==> config.mk <==
export PLATFORM = sky130hd
export DESIGN_NAME = fix_session_engine
export DESIGN_NICKNAME = d
export VERILOG_FILES = /design/src/rtl/fix_session_engine.sv
export SDC_FILE = /design/constraint.sdc
export NUM_CORES = 1
export LEC_CHECK = 0
export ABC_AREA = 1
export CORE_MARGIN = 1
export CORE_UTILIZATION = 45
export DETAILED_ROUTE_END_ITERATION = 12
export GPL_ROUTABILITY_DRIVEN = 1
export PLACE_DENSITY = 0.66
export SLEW_MARGIN = 20
export SYNTH_ARGS = -nofsm -noshare
export SYNTH_HDL_FRONTEND = slang
export SYNTH_SLANG_ARGS = --single-unit
export TNS_END_PERCENT = 10
==> constraint.sdc <==
create_clock -name clk -period 2.4 [get_ports clk]
set_input_delay 0.36 -clock clk [delete_from_list [all_inputs] [get_ports clk]]
set_output_delay 0.36 -clock clk [all_outputs]
set_load 0.005 [all_outputs]
==> src/rtl/fix_session_engine.sv <==
// fix_session_engine: byte-serial FIX session layer (initiator role only).
// Define HEARTBEAT_TIMER_EN to add the idle-interval Heartbeat generator.
module fix_session_engine #(
  parameter int HB_DEFAULT  = 64,
  parameter int MAX_MSG_LEN = 255
) (
  input  logic       clk,
  input  logic       reset,
  input  logic       enable,
  input  logic       start,
  input  logic       configure,
  input  logic [7:0] din,
  output logic [7:0] dout,
  output logic       valid
);

  localparam int CNTW = $clog2(MAX_MSG_LEN + 1);
  localparam logic [CNTW-1:0] MAX_CNT = CNTW'(MAX_MSG_LEN);

  localparam logic [7:0] CH_3    = 8'h33;
  localparam logic [7:0] CH_5    = 8'h35;
  localparam logic [7:0] CH_EQ   = 8'h3D;
  localparam logic [7:0] CH_SEMI = 8'h3B;
  localparam logic [7:0] CH_A    = 8'h41;
  localparam logic [7:0] CH_0    = 8'h30;
  localparam logic [7:0] CH_1    = 8'h31;

  typedef enum logic [1:0] {IDLE, LOGON_SENT, ACTIVE} sess_t;
  typedef enum logic [2:0] {P_3, P_5, P_EQ, P_TYPE, P_BODY} parse_t;
  typedef enum logic [1:0] {REQ_NONE, REQ_LOGON, REQ_HB, REQ_LOGOUT} req_t;

  function automatic logic [7:0] tmpl_byte(req_t kind, logic [2:0] idx);
    logic [7:0] b;
    case (idx)
      3'd0: b = CH_3;
      3'd1: b = CH_5;
      3'd2: b = CH_EQ;
      3'd3: begin
        case (kind)
          REQ_LOGON:  b = CH_A;
          REQ_LOGOUT: b = CH_5;
          default:    b = CH_0;
        endcase
      end
      default: b = CH_SEMI;
    endcase
    return b;
  endfunction

  // A held Logout/Logon is never displaced by a later Heartbeat.
  function automatic req_t merge_req(req_t held, req_t incoming);
    if (incoming == REQ_NONE) return held;
    if (incoming == REQ_HB && held != REQ_NONE) return held;
    return incoming;
  endfunction

  sess_t            state, state_nxt;
  parse_t           pstate, pstate_nxt;
  logic             msg_bad, msg_bad_nxt;
  logic [7:0]       msg_type, msg_type_nxt;
  logic [CNTW-1:0]  cnt, cnt_nxt;
  logic             msg_done;
  logic             configured;
  logic             hb_fire;
  req_t             new_req;
  req_t             pending, pending_nxt;
  req_t             tx_kind, tx_kind_nxt;
  logic [2:0]       tx_idx, tx_idx_nxt;
  logic [7:0]       dout_nxt;
  logic             valid_nxt;

  // Parser: cnt counts bytes before ';' and saturates at MAX_CNT.
  always_comb begin
    pstate_nxt   = pstate;
    msg_bad_nxt  = msg_bad;
    msg_type_nxt = msg_type;
    cnt_nxt      = cnt;
    msg_done     = 1'b0;
    if (enable) begin
      if (din == CH_SEMI) begin
        msg_done    = (pstate == P_BODY) && !msg_bad && (cnt < MAX_CNT);
        pstate_nxt  = P_3;
        msg_bad_nxt = 1'b0;
        cnt_nxt     = '0;
      end else begin
        if (cnt < MAX_CNT) cnt_nxt = cnt + 1'b1;
        case (pstate)
          P_3: begin
            if (din == CH_3) pstate_nxt = P_5;
            else begin msg_bad_nxt = 1'b1; pstate_nxt = P_BODY; end
          end
          P_5: begin
            if (din == CH_5) pstate_nxt = P_EQ;
            else begin msg_bad_nxt = 1'b1; pstate_nxt = P_BODY; end
          end
          P_EQ: begin
            if (din == CH_EQ) pstate_nxt = P_TYPE;
            else begin msg_bad_nxt = 1'b1; pstate_nxt = P_BODY; end
          end
          P_TYPE: begin
            msg_type_nxt = din;
            pstate_nxt   = P_BODY;
          end
          default: pstate_nxt = P_BODY;
        endcase
      end
    end
  end

  // A received Heartbeat ('0') needs no branch: every received byte clears the timer.
  always_comb begin
    state_nxt = state;
    new_req   = REQ_NONE;
    case (state)
      IDLE: begin
        if (start && configured) begin
          new_req   = REQ_LOGON;
          state_nxt = LOGON_SENT;
        end
      end
      LOGON_SENT: begin
        if (msg_done) begin
          if (msg_type == CH_A) state_nxt = ACTIVE;
          else if (msg_type == CH_5) begin
            new_req   = REQ_LOGOUT;
            state_nxt = IDLE;
          end
        end
      end
      ACTIVE: begin
        if (msg_done) begin
          if (msg_type == CH_1) new_req = REQ_HB;
          else if (msg_type == CH_5) begin
            new_req   = REQ_LOGOUT;
            state_nxt = IDLE;
          end
        end else if (hb_fire) begin
          new_req = REQ_HB;
        end
      end
      default: state_nxt = IDLE;
    endcase
  end

  always_comb begin
    valid_nxt   = valid;
    dout_nxt    = dout;
    tx_idx_nxt  = tx_idx;
    tx_kind_nxt = tx_kind;
    pending_nxt = pending;
    if (valid && tx_idx != 3'd4) begin
      tx_idx_nxt  = tx_idx + 3'd1;
      dout_nxt    = tmpl_byte(tx_kind, tx_idx + 3'd1);
      pending_nxt = merge_req(pending, new_req);
    end else if (pending != REQ_NONE) begin
      valid_nxt   = 1'b1;
      tx_kind_nxt = pending;
      tx_idx_nxt  = '0;
      dout_nxt    = tmpl_byte(pending, 3'd0);
      pending_nxt = new_req;
    end else if (new_req != REQ_NONE) begin
      valid_nxt   = 1'b1;
      tx_kind_nxt = new_req;
      tx_idx_nxt  = '0;
      dout_nxt    = tmpl_byte(new_req, 3'd0);
    end else begin
      valid_nxt = 1'b0;
    end
  end

  always_ff @(posedge clk) begin
    if (reset) begin
      state      <= IDLE;
      pstate     <= P_3;
      msg_bad    <= 1'b0;
      msg_type   <= '0;
      cnt        <= '0;
      pending    <= REQ_NONE;
      tx_kind    <= REQ_NONE;
      tx_idx     <= '0;
      dout       <= '0;
      valid      <= 1'b0;
      configured <= 1'b0;
    end else begin
      state    <= state_nxt;
      pstate   <= pstate_nxt;
      msg_bad  <= msg_bad_nxt;
      msg_type <= msg_type_nxt;
      cnt      <= cnt_nxt;
      pending  <= pending_nxt;
      tx_kind  <= tx_kind_nxt;
      tx_idx   <= tx_idx_nxt;
      dout     <= dout_nxt;
      valid    <= valid_nxt;
      if (configure && !valid) configured <= 1'b1;
    end
  end

`ifdef HEARTBEAT_TIMER_EN
  logic [7:0]  hb_int;
  logic [15:0] hb_cnt;
  logic [15:0] hb_interval;

  assign hb_interval = (hb_int == '0) ? 16'(HB_DEFAULT) : {8'h00, hb_int};
  assign hb_fire     = (state == ACTIVE) && !enable && !valid
                       && (hb_cnt == hb_interval - 16'd1);

  always_ff @(posedge clk) begin
    if (reset) begin
      hb_int <= '0;
      hb_cnt <= '0;
    end else begin
      if (configure && !valid) hb_int <= din;
      if (state != ACTIVE || enable || valid || hb_fire) hb_cnt <= '0;
      else hb_cnt <= hb_cnt + 16'd1;
    end
  end
`else
  assign hb_fire = 1'b0;
`endif

endmodule

* After elaboration in Yosys (flattened, before gate mapping)
Index checks and enable logic that the tools add are counted.
** Storage, ports and cells
- Bits in registers :: 39
- Word-level logic and storage cells :: 120
** Cells by class
- Add/sub/neg operators :: 2
- $lt $le $gt $ge :: 1
- Equal/unequal tests :: 28
- Mux-type cells :: 51
- Bitwise operators :: 2
- Reduce and logical (&&, ||, !) cells :: 25
** Operators with widths (count)
- 8-bit by 6-bit == test with 1-bit output, second input constant :: 6
- 8-bit 2-to-1 mux :: 5
- 2-bit 2-to-1 mux :: 19
- 7-bit one-hot mux with 4 select lines :: 1
- 3-bit 2-to-1 mux :: 7
- 1-bit 2-to-1 mux :: 14
- 7-bit one-hot mux with 2 select lines :: 1
- 3-bit by 2-bit == test with 1-bit output, second input constant :: 4
- 3-bit inequality test, second input constant :: 4
- 2-bit one-hot mux with 3 select lines :: 2
- 2-bit nonzero test :: 5
- 3-bit one-hot mux with 3 select lines :: 1
- 8-bit by 1-bit adder with 8-bit output, second input constant :: 1
- 8-bit by 7-bit == test with 1-bit output, second input constant :: 1
- 8-bit less-than comparator, second input constant :: 1
- 2-bit inequality test, second input constant :: 4
- 2-bit == test, second input constant :: 3
- 3-bit by 1-bit == test with 1-bit output, second input constant :: 2
- 1-bit logical AND :: 6
- 3-bit logical NOT :: 2
- 2-bit AND reduction :: 3
- 5-bit AND reduction :: 1
- 2-bit by 1-bit == test with 1-bit output, second input constant :: 2
- 2-bit logical NOT :: 2
- 10 further kinds :: 12

* Logic depth before layout (Yosys ltp)
Gate-level depths: netlist of the first run.
- Depth in word-level cells :: 15
- Mapped depth :: 14
- Gate-level depth less buffers :: 14

* Worst setup path before layout of the first run
Ideal clock, no wire load.
- Path kind :: flip-flop to flip-flop
- Start :: reg tx_idx[0]
- End :: reg dout[0]
- Arrival time :: 1597 ps
- Slack :: 690 ps
- Stages on the path, launching flop included :: 9
- Path buffers :: 0
- Period minus slack after synthesis :: 1710 ps
- Cells stage by stage :: dfxtp_1 -> inv_1 -> ha_1 -> a21oi_2 -> clkinv_1 -> nor3_1 -> a21oi_1 -> o21ai_1 -> inv_1
** On the way
- Word-level cells in the longest chain between the ends :: 4
- Elaborated cells between the ends (all ways) :: 10
- Classes of those cells :: add/sub (1); eq/ne (4); mux (2); reduce/logical (3)
** Ends and longest elaborated chain
- start, declared :: line 68 : logic [2:0] tx_idx, tx_idx_nxt;
- start signal, assigned :: line 192 : tx_idx <= tx_idx_nxt;
- 3-bit by 1-bit adder with 3-bit output :: line 153 : dout_nxt = tmpl_byte(tx_kind, tx_idx + 3'd1);
- 3-bit by 2-bit == test with 1-bit output (tied with other cells) :: line 34 : case (idx)
- 7-bit one-hot mux with 4 select lines :: line 34
- 8-bit 2-to-1 mux :: line 151 : if (valid && tx_idx != 3'd4) begin
- end signal, assigned :: line 193 : dout <= dout_nxt;
- end, declared :: line 13 : output logic [7:0] dout,
Several ways; a longest one is shown, not always the timed one.
A chain may end at the register's enable or synchronous reset.

* Worst setup path after layout of the first run
- Start :: in din[2]
- End :: reg msg_type[2]
** On the way
- Word-level cells in the longest chain between the ends :: 3
** Ends and longest elaborated chain
- start, declared :: line 12 : input logic [7:0] din,
- 8-bit by 6-bit == test with 1-bit output :: line 80 : if (din == CH_SEMI) begin
- 1-bit inverter (no source line)
- 3-bit AND reduction (no source line)
- end signal, assigned :: line 188 : msg_type <= msg_type_nxt;
- end, declared :: line 60 : logic [7:0] msg_type, msg_type_nxt;
Several ways; a longest one is shown, not always the timed one.

==> results of run 1 <==
## flip-flops by register name, indices dropped and copies added (netlist names)
register,count
cnt,8
msg_type,8
dout,6
pstate,3
tx_idx,3
pending,2
state,2
tx_kind,2
configured,1
msg_bad,1
valid,1
## layer usage
metal,routed length [µm],up-vias,track usage (%)
li1,-,1034,-
met1,2160,869,24.8
met2,1860,28,28.5
met3,137,9,3.85
met4,96,0,7.78
met5,0,-,0
## kinds of logic after synthesis
group,count (synthesis),share of synthesized area (%)
xor+xnor,2,0.825
compound gates,58,14.4
other cells,1,0.177
fa+ha+maj,6,3.54
buf+inv,57,11.0
flops,37,34.9
simple gates,150,35.2
## metrics by stage
stage | utilization [%] | hold slack, ps
detailed placement | 53.4 | 435
CTS | 56.0 | 446
global placement | 53.4 | 431
global route | 56.0 | 483
finish | 56.0 | 442
floorplan | - | 425
## Yosys cell counts (2+ instances only)
master    count  share of area (%)
a21oi_1      29                6.8
o21ai_0      21                4.9
nand4_1       8                2.4
dfxtp_1      37                 35
ha_1          6                3.5
xor2_1        2               0.83
a31oi_1       2               0.59
nand2_2       7                2.1
buf_4         3                1.1
nand3_2       2               0.94
nor2_2        5                1.5
nor2_1       34                6.0
o21ai_1       2               0.47
nand2_4       4                2.1
nor3_1        9                2.1
nand2_1      62                 11
nor2_4        4                2.1
inv_1        49                8.7
nand3_1       9                2.1
clkinv_1      2               0.35
## power breakdown
part	total [W]	internal (W)	switching, W
Sequential	0.000715	0.000674	0.0000406
Combinational	0.000427	0.000183	0.000244
Clock	0.000560	0.000339	0.000221
## tightest hold or removal path: stages (launching register included)
cell and delay, ps:
dfxtp_1 310, inv_1 40, a21oi_1 50
## worst paths after layout
kind	start	endpoint	slack (ps)	cells past startpoint
max	din[2]	msg_type[2]$_SDFFE_PP0P_	430	10
min	msg_type[0]$_SDFFE_PP0P_	msg_type[0]$_SDFFE_PP0P_	440	2
max reg2reg	cnt[1]$_SDFFE_PP0P_	dout[1]$_SDFFE_PP0P_	550	12
min reg2reg	msg_type[0]$_SDFFE_PP0P_	msg_type[0]$_SDFFE_PP0P_	440	2
## area by class of cell
| type | count | area, µm² |
|---|---|---|
| clock buffers | 7 | 86.3 |
| fillers | 454 | 1950 |
| multi-input cells | 217 | 1150 |
| well taps | 52 | 65.1 |
| inverters | 52 | 195 |
| repair buffers | 23 | 223 |
| clock inverters | 1 | 30.0 |
| flip-flops and latches | 37 | 741 |
==> impl_metrics.env, run 1 <==
export IMPL_yosysSeqAreaShare_pct=34.9
export IMPL_synth_edff_count=0
export IMPL_clk_latency_ps=280
export IMPL_grt_start_max_net_pins=20
export IMPL_finalInstanceArea_um2=2490
export IMPL_clock_sinks=37
export IMPL_syn_inst=311
export IMPL_antenna_found_initial=0
export IMPL_max_stage_delay_ps=510
export IMPL_cp_start_kind="input port"
export IMPL_drive_above_1_share_pct=11.3
export IMPL_path_delay_family="simple AND/OR/NAND/NOR gates"
export IMPL_hold_class="register to register"
export IMPL_syn_avg_cell_area_um2=6.83
export IMPL_ys_warn_count=0
export IMPL_tns_ps=0
export IMPL_p_leak_nw=1.07
export IMPL_finalSetupViolCount=0
export IMPL_ctsHoldBuffers=0
export IMPL_ir_drop_uv=437
export IMPL_wl_per_cell_um=10.9
export IMPL_fin_cells=389
export IMPL_timing_hold_violations_final=0
export IMPL_slew_viol_final=0
export IMPL_num_io_pins=22
export IMPL_fin_crit_sh_pct=82.3
export IMPL_cts_root_buf="clkbuf_8"
export IMPL_core_area_um2=4440
export IMPL_dieHeight_um=70.7
export IMPL_ant_nets=0
export IMPL_dp_cells=381
export IMPL_wl_mm=4.25
export IMPL_total_power_w=0.00170
export IMPL_worst_ep_arrival_time_ps=2140
export IMPL_async_flop_share_pct=0
export IMPL_fin_ws_ps=426
export IMPL_path_max_fanout=16
export IMPL_skew_ps=7.28
export IMPL_drt_vias_per_instance=4.99
export IMPL_dpl_hpwl_mm=3.21
export IMPL_syn_nets=330
export IMPL_route_vias_total=1940
export IMPL_first_global_vias=1755
export IMPL_layout_commonest_cell="nand2_1"
export IMPL_postCtsSetupRepairBufs=0
export IMPL_path_clk_slew_ps=70
export IMPL_cp_cell_sequence="clkdlybuf4s50_1 > inv_1 > nand2_1 > nor2_2 > inv_2 > nor2_4 > nor2_1 > nand4_2 > o21ai_0 > a21oi_1"
export IMPL_placed_area_um2=2370
export IMPL_die_area_um2=5000
export IMPL_initial_core_util_pct=47.8
export IMPL_drv_cap=0
export IMPL_nets=355
export IMPL_route_detailed_drc=2
export IMPL_worstPathRequired_ps=2560
export IMPL_power_per_cell_area_nw_per_um2=683
export IMPL_min_period_ps=1970
export IMPL_critPathCaptureType="register"
export IMPL_die_w_um=70.7
export IMPL_syn_to_final_growth_pct=17.3
export IMPL_layout_common_cells="nand2_1, inv_1, dfxtp_1"
export IMPL_synthFlopType="dfxtp_1"
export IMPL_dp_slack_ps=131
export IMPL_clock_path_buffers=2
export IMPL_violations="design-rule violations"
export IMPL_rsz0062_at_grt="no"
export IMPL_htree_levels=2
export IMPL_cts_tree="yes"
export IMPL_yosys_cell_types_count=34
export IMPL_critPathKind="input port to register"
export IMPL_grtUsageTotal_pct=18.4
export IMPL_firstDrtPassIters=8
export IMPL_port_buffers=20
export IMPL_n_antenna_cell=0
export IMPL_grt_pass1_wl_mm=7.42
export IMPL_std_cell_rows=24
export IMPL_fmax_mhz=506
export IMPL_gp_congestion=0.854
export IMPL_status="finished, violations left"
export IMPL_drtIter0Drc=47
export IMPL_synth_area_um2=2120
export IMPL_cpMaxStageDelayCell="clkdlybuf4s50_1"
export IMPL_cp_buffers_inverters=3
export IMPL_ys_ff_latch=37
export IMPL_cts_made_buffers=5
export IMPL_postCtsResizedCells=0
export IMPL_globalRouteOverflowTotal=0
No activity file was read; power rests on OpenSTA's default activity.
==> inputs of run 2 (changes only) <==
--- a/config.mk
+++ b/config.mk
@@ -10,7 +10,7 @@
 export CORE_UTILIZATION = 45
 export DETAILED_ROUTE_END_ITERATION = 12
 export GPL_ROUTABILITY_DRIVEN = 1
-export PLACE_DENSITY = 0.66
+export PLACE_DENSITY = 0.68
 export SLEW_MARGIN = 20
 export SYNTH_ARGS = -nofsm -noshare
 export SYNTH_HDL_FRONTEND = slang
==> constraint.sdc (replaced) <==
create_clock -name clk -period 1.58 [get_ports clk]
set_input_delay 0.237 -clock clk [delete_from_list [all_inputs] [get_ports clk]]
set_output_delay 0.237 -clock clk [all_outputs]
set_load 0.005 [all_outputs]
==> run 2 against run 1 <==
  * The flow finishes with violations (design-rule violations, negative setup slack)
  * Sequential share of layout area fell by 4.5 points
  * Die area is the same
  * Clock-buffer cell count decreased by 1
==> impl_metrics.env, run 2 (same netlist as run 1, synthesis figures left out) <==
export IMPL_clk_latency_ps=290
export IMPL_layout_common_cells="nand2_1, inv_1, buf_4"
export IMPL_grtUsageTotal_pct=20.4
export IMPL_clock_path_buffers=2
export IMPL_wl_met3_um=121
export IMPL_port_buffers=20
export IMPL_route_detailed_drc=2
export IMPL_drive_above_1_share_pct=29.5
export IMPL_dp_slack_ps=-413
export IMPL_power_frac_clock_pct=24.9
export IMPL_startpoint="tx_idx[0]$_SDFFE_PP0P_"
export IMPL_drt_vias_per_instance=4.85
export IMPL_syn_to_final_growth_pct=39.1
export IMPL_critPathCaptureType="register"
export IMPL_fmax_mhz=586
export IMPL_htree_levels=2
export IMPL_power_frac_seq_pct=42.6
export IMPL_route_vias_total=2094
export IMPL_finalSetupViolCount=13
export IMPL_path_max_fanout=4
export IMPL_p_sw_share_pct=32.9
export IMPL_worstPathRequired_ps=1770
export IMPL_p_int_w=0.00172
export IMPL_die_w_um=70.7
export IMPL_timing_hold_violations_final=0
export IMPL_die_area_um2=5000
export IMPL_dieHeight_um=70.7
export IMPL_path_clk_slew_ps=80
export IMPL_core_area_um2=4440
export IMPL_n_antenna_cell=0
export IMPL_p_comb_share_pct=32.5
export IMPL_grt_start_max_net_pins=16
export IMPL_r2r_start="tx_idx[0]$_SDFFE_PP0P_"
export IMPL_dpl_hpwl_mm=3.57
export IMPL_std_cell_rows=24
export IMPL_antenna_found_initial=0
export IMPL_min_period_ps=1710
export IMPL_status="finished, violations left"
export IMPL_fin_ws_ps=-125
export IMPL_clock_sinks=37
export IMPL_initial_core_util_pct=47.8
export IMPL_layout_commonest_cell="nand2_1"
export IMPL_skew_ps=7.92
export IMPL_firstDrtPassIters=8
export IMPL_cp_start_kind="register"
export IMPL_power_per_cell_area_nw_per_um2=869
export IMPL_cts_tree="yes"
export IMPL_critPathKind="register to register"
export IMPL_ant_nets=0
export IMPL_nets=398
export IMPL_num_io_pins=22
export IMPL_slew_viol_final=0
export IMPL_tns_ps=-701
export IMPL_globalRouteOverflowTotal=0
export IMPL_gp_congestion=0.768
export IMPL_cts_made_buffers=5
export IMPL_met2_length_mm=2.27
export IMPL_route_layer_met1_wl_mm=2.30
export IMPL_drtIter0Drc=84
export IMPL_grt_pass1_wl_mm=8.17
export IMPL_drv_cap=0
export IMPL_violations="design-rule violations, negative setup slack"
export IMPL_reg_top3="cnt: 8 flops, msg_type: 8 flops, dout: 6 flops"
export IMPL_hold_class="input port to register"
export IMPL_rsz0062_at_grt="yes"
export IMPL_min_from="din[4]"
export IMPL_fin_crit_sh_pct=108
export IMPL_netSwitchingPower_w=0.000845
export IMPL_utilization_pct=66.4
export IMPL_worst_ep_arrival_time_ps=1890
export IMPL_ir_drop_uv=657
export IMPL_wl_mm=4.80
export IMPL_wl_per_cell_um=11.1
export IMPL_top_layer_used="met4"
export IMPL_p_leak_nw=1.31
export IMPL_cts_root_buf="clkbuf_8"
export IMPL_first_global_vias=1995
run 2: layout make-up:
type,instances,area (µm²)
inverters,52,196
flip-flops and latches,37,744
multi-input cells,217,1310
repair buffers,66,554
clock inverters,2,10.0
clock buffers,6,72.6
fillers,387,1490
well taps,52,65.1
run 2: power groups by stage:
stage          registers (W)  logic [W]  clock network (W)
2_1_floorplan        0.00110   0.000443                  0
3_3_place_gp         0.00110   0.000713                  0
3_5_place_dp         0.00111   0.000726                  0
4_1_cts              0.00109   0.000757           0.000666
5_1_grt              0.00110   0.000924           0.000701
6_report             0.00109   0.000833           0.000640
run 2: metal layers:
layer | track usage (%) | up-vias
li1 | - | 1127
met1 | 25.5 | 928
met2 | 34.8 | 28
met3 | 3.42 | 11
met4 | 8.67 | 0
met5 | 0 | -
run 2: repair_timing:
item	in CTS	in global routing
gates cloned	0	0
endpoints found under the setup margin	24	35
hold buffers	0	0
setup buffers	2	4
pin swaps	9	13
resized for setup	15	34
run 2: per-stage QoR:
step	hold WS [ps]	power (W)	instance area (µm²)	std cells
6_report	430	0.00257	2950	432
5_1_grt	491	0.00273	2950	432
4_1_cts	418	0.00251	2800	428
3_5_place_dp	440	0.00183	2660	418
3_3_place_gp	437	0.00182	2660	418
2_1_floorplan	306	0.00154	2130	311
run 2: worst paths after layout:
| kind | cells after the start | slack, ps | end |
|---|---|---|---|
| worst min register to register | 2 | 450 | msg_type[0]$_SDFFE_PP0P_ |
| worst max register to register | 10 | -130 | dout[5]$_SDFFE_PP0P_ |
| worst min-delay path | 3 | 430 | msg_type[4]$_SDFFE_PP0P_ |
| worst max-delay path | 10 | -130 | dout[5]$_SDFFE_PP0P_ |
run 2: worst max-delay path, cell delays in order, from the launching register on:
cell	delay, ps
dfxtp_2	340
ha_1	190
ha_1	280
inv_1	90
nand2_1	110
nor2_2	160
nand3_2	130
nor2_2	130
nor2_1	40
o21ai_1	70
inv_1	50
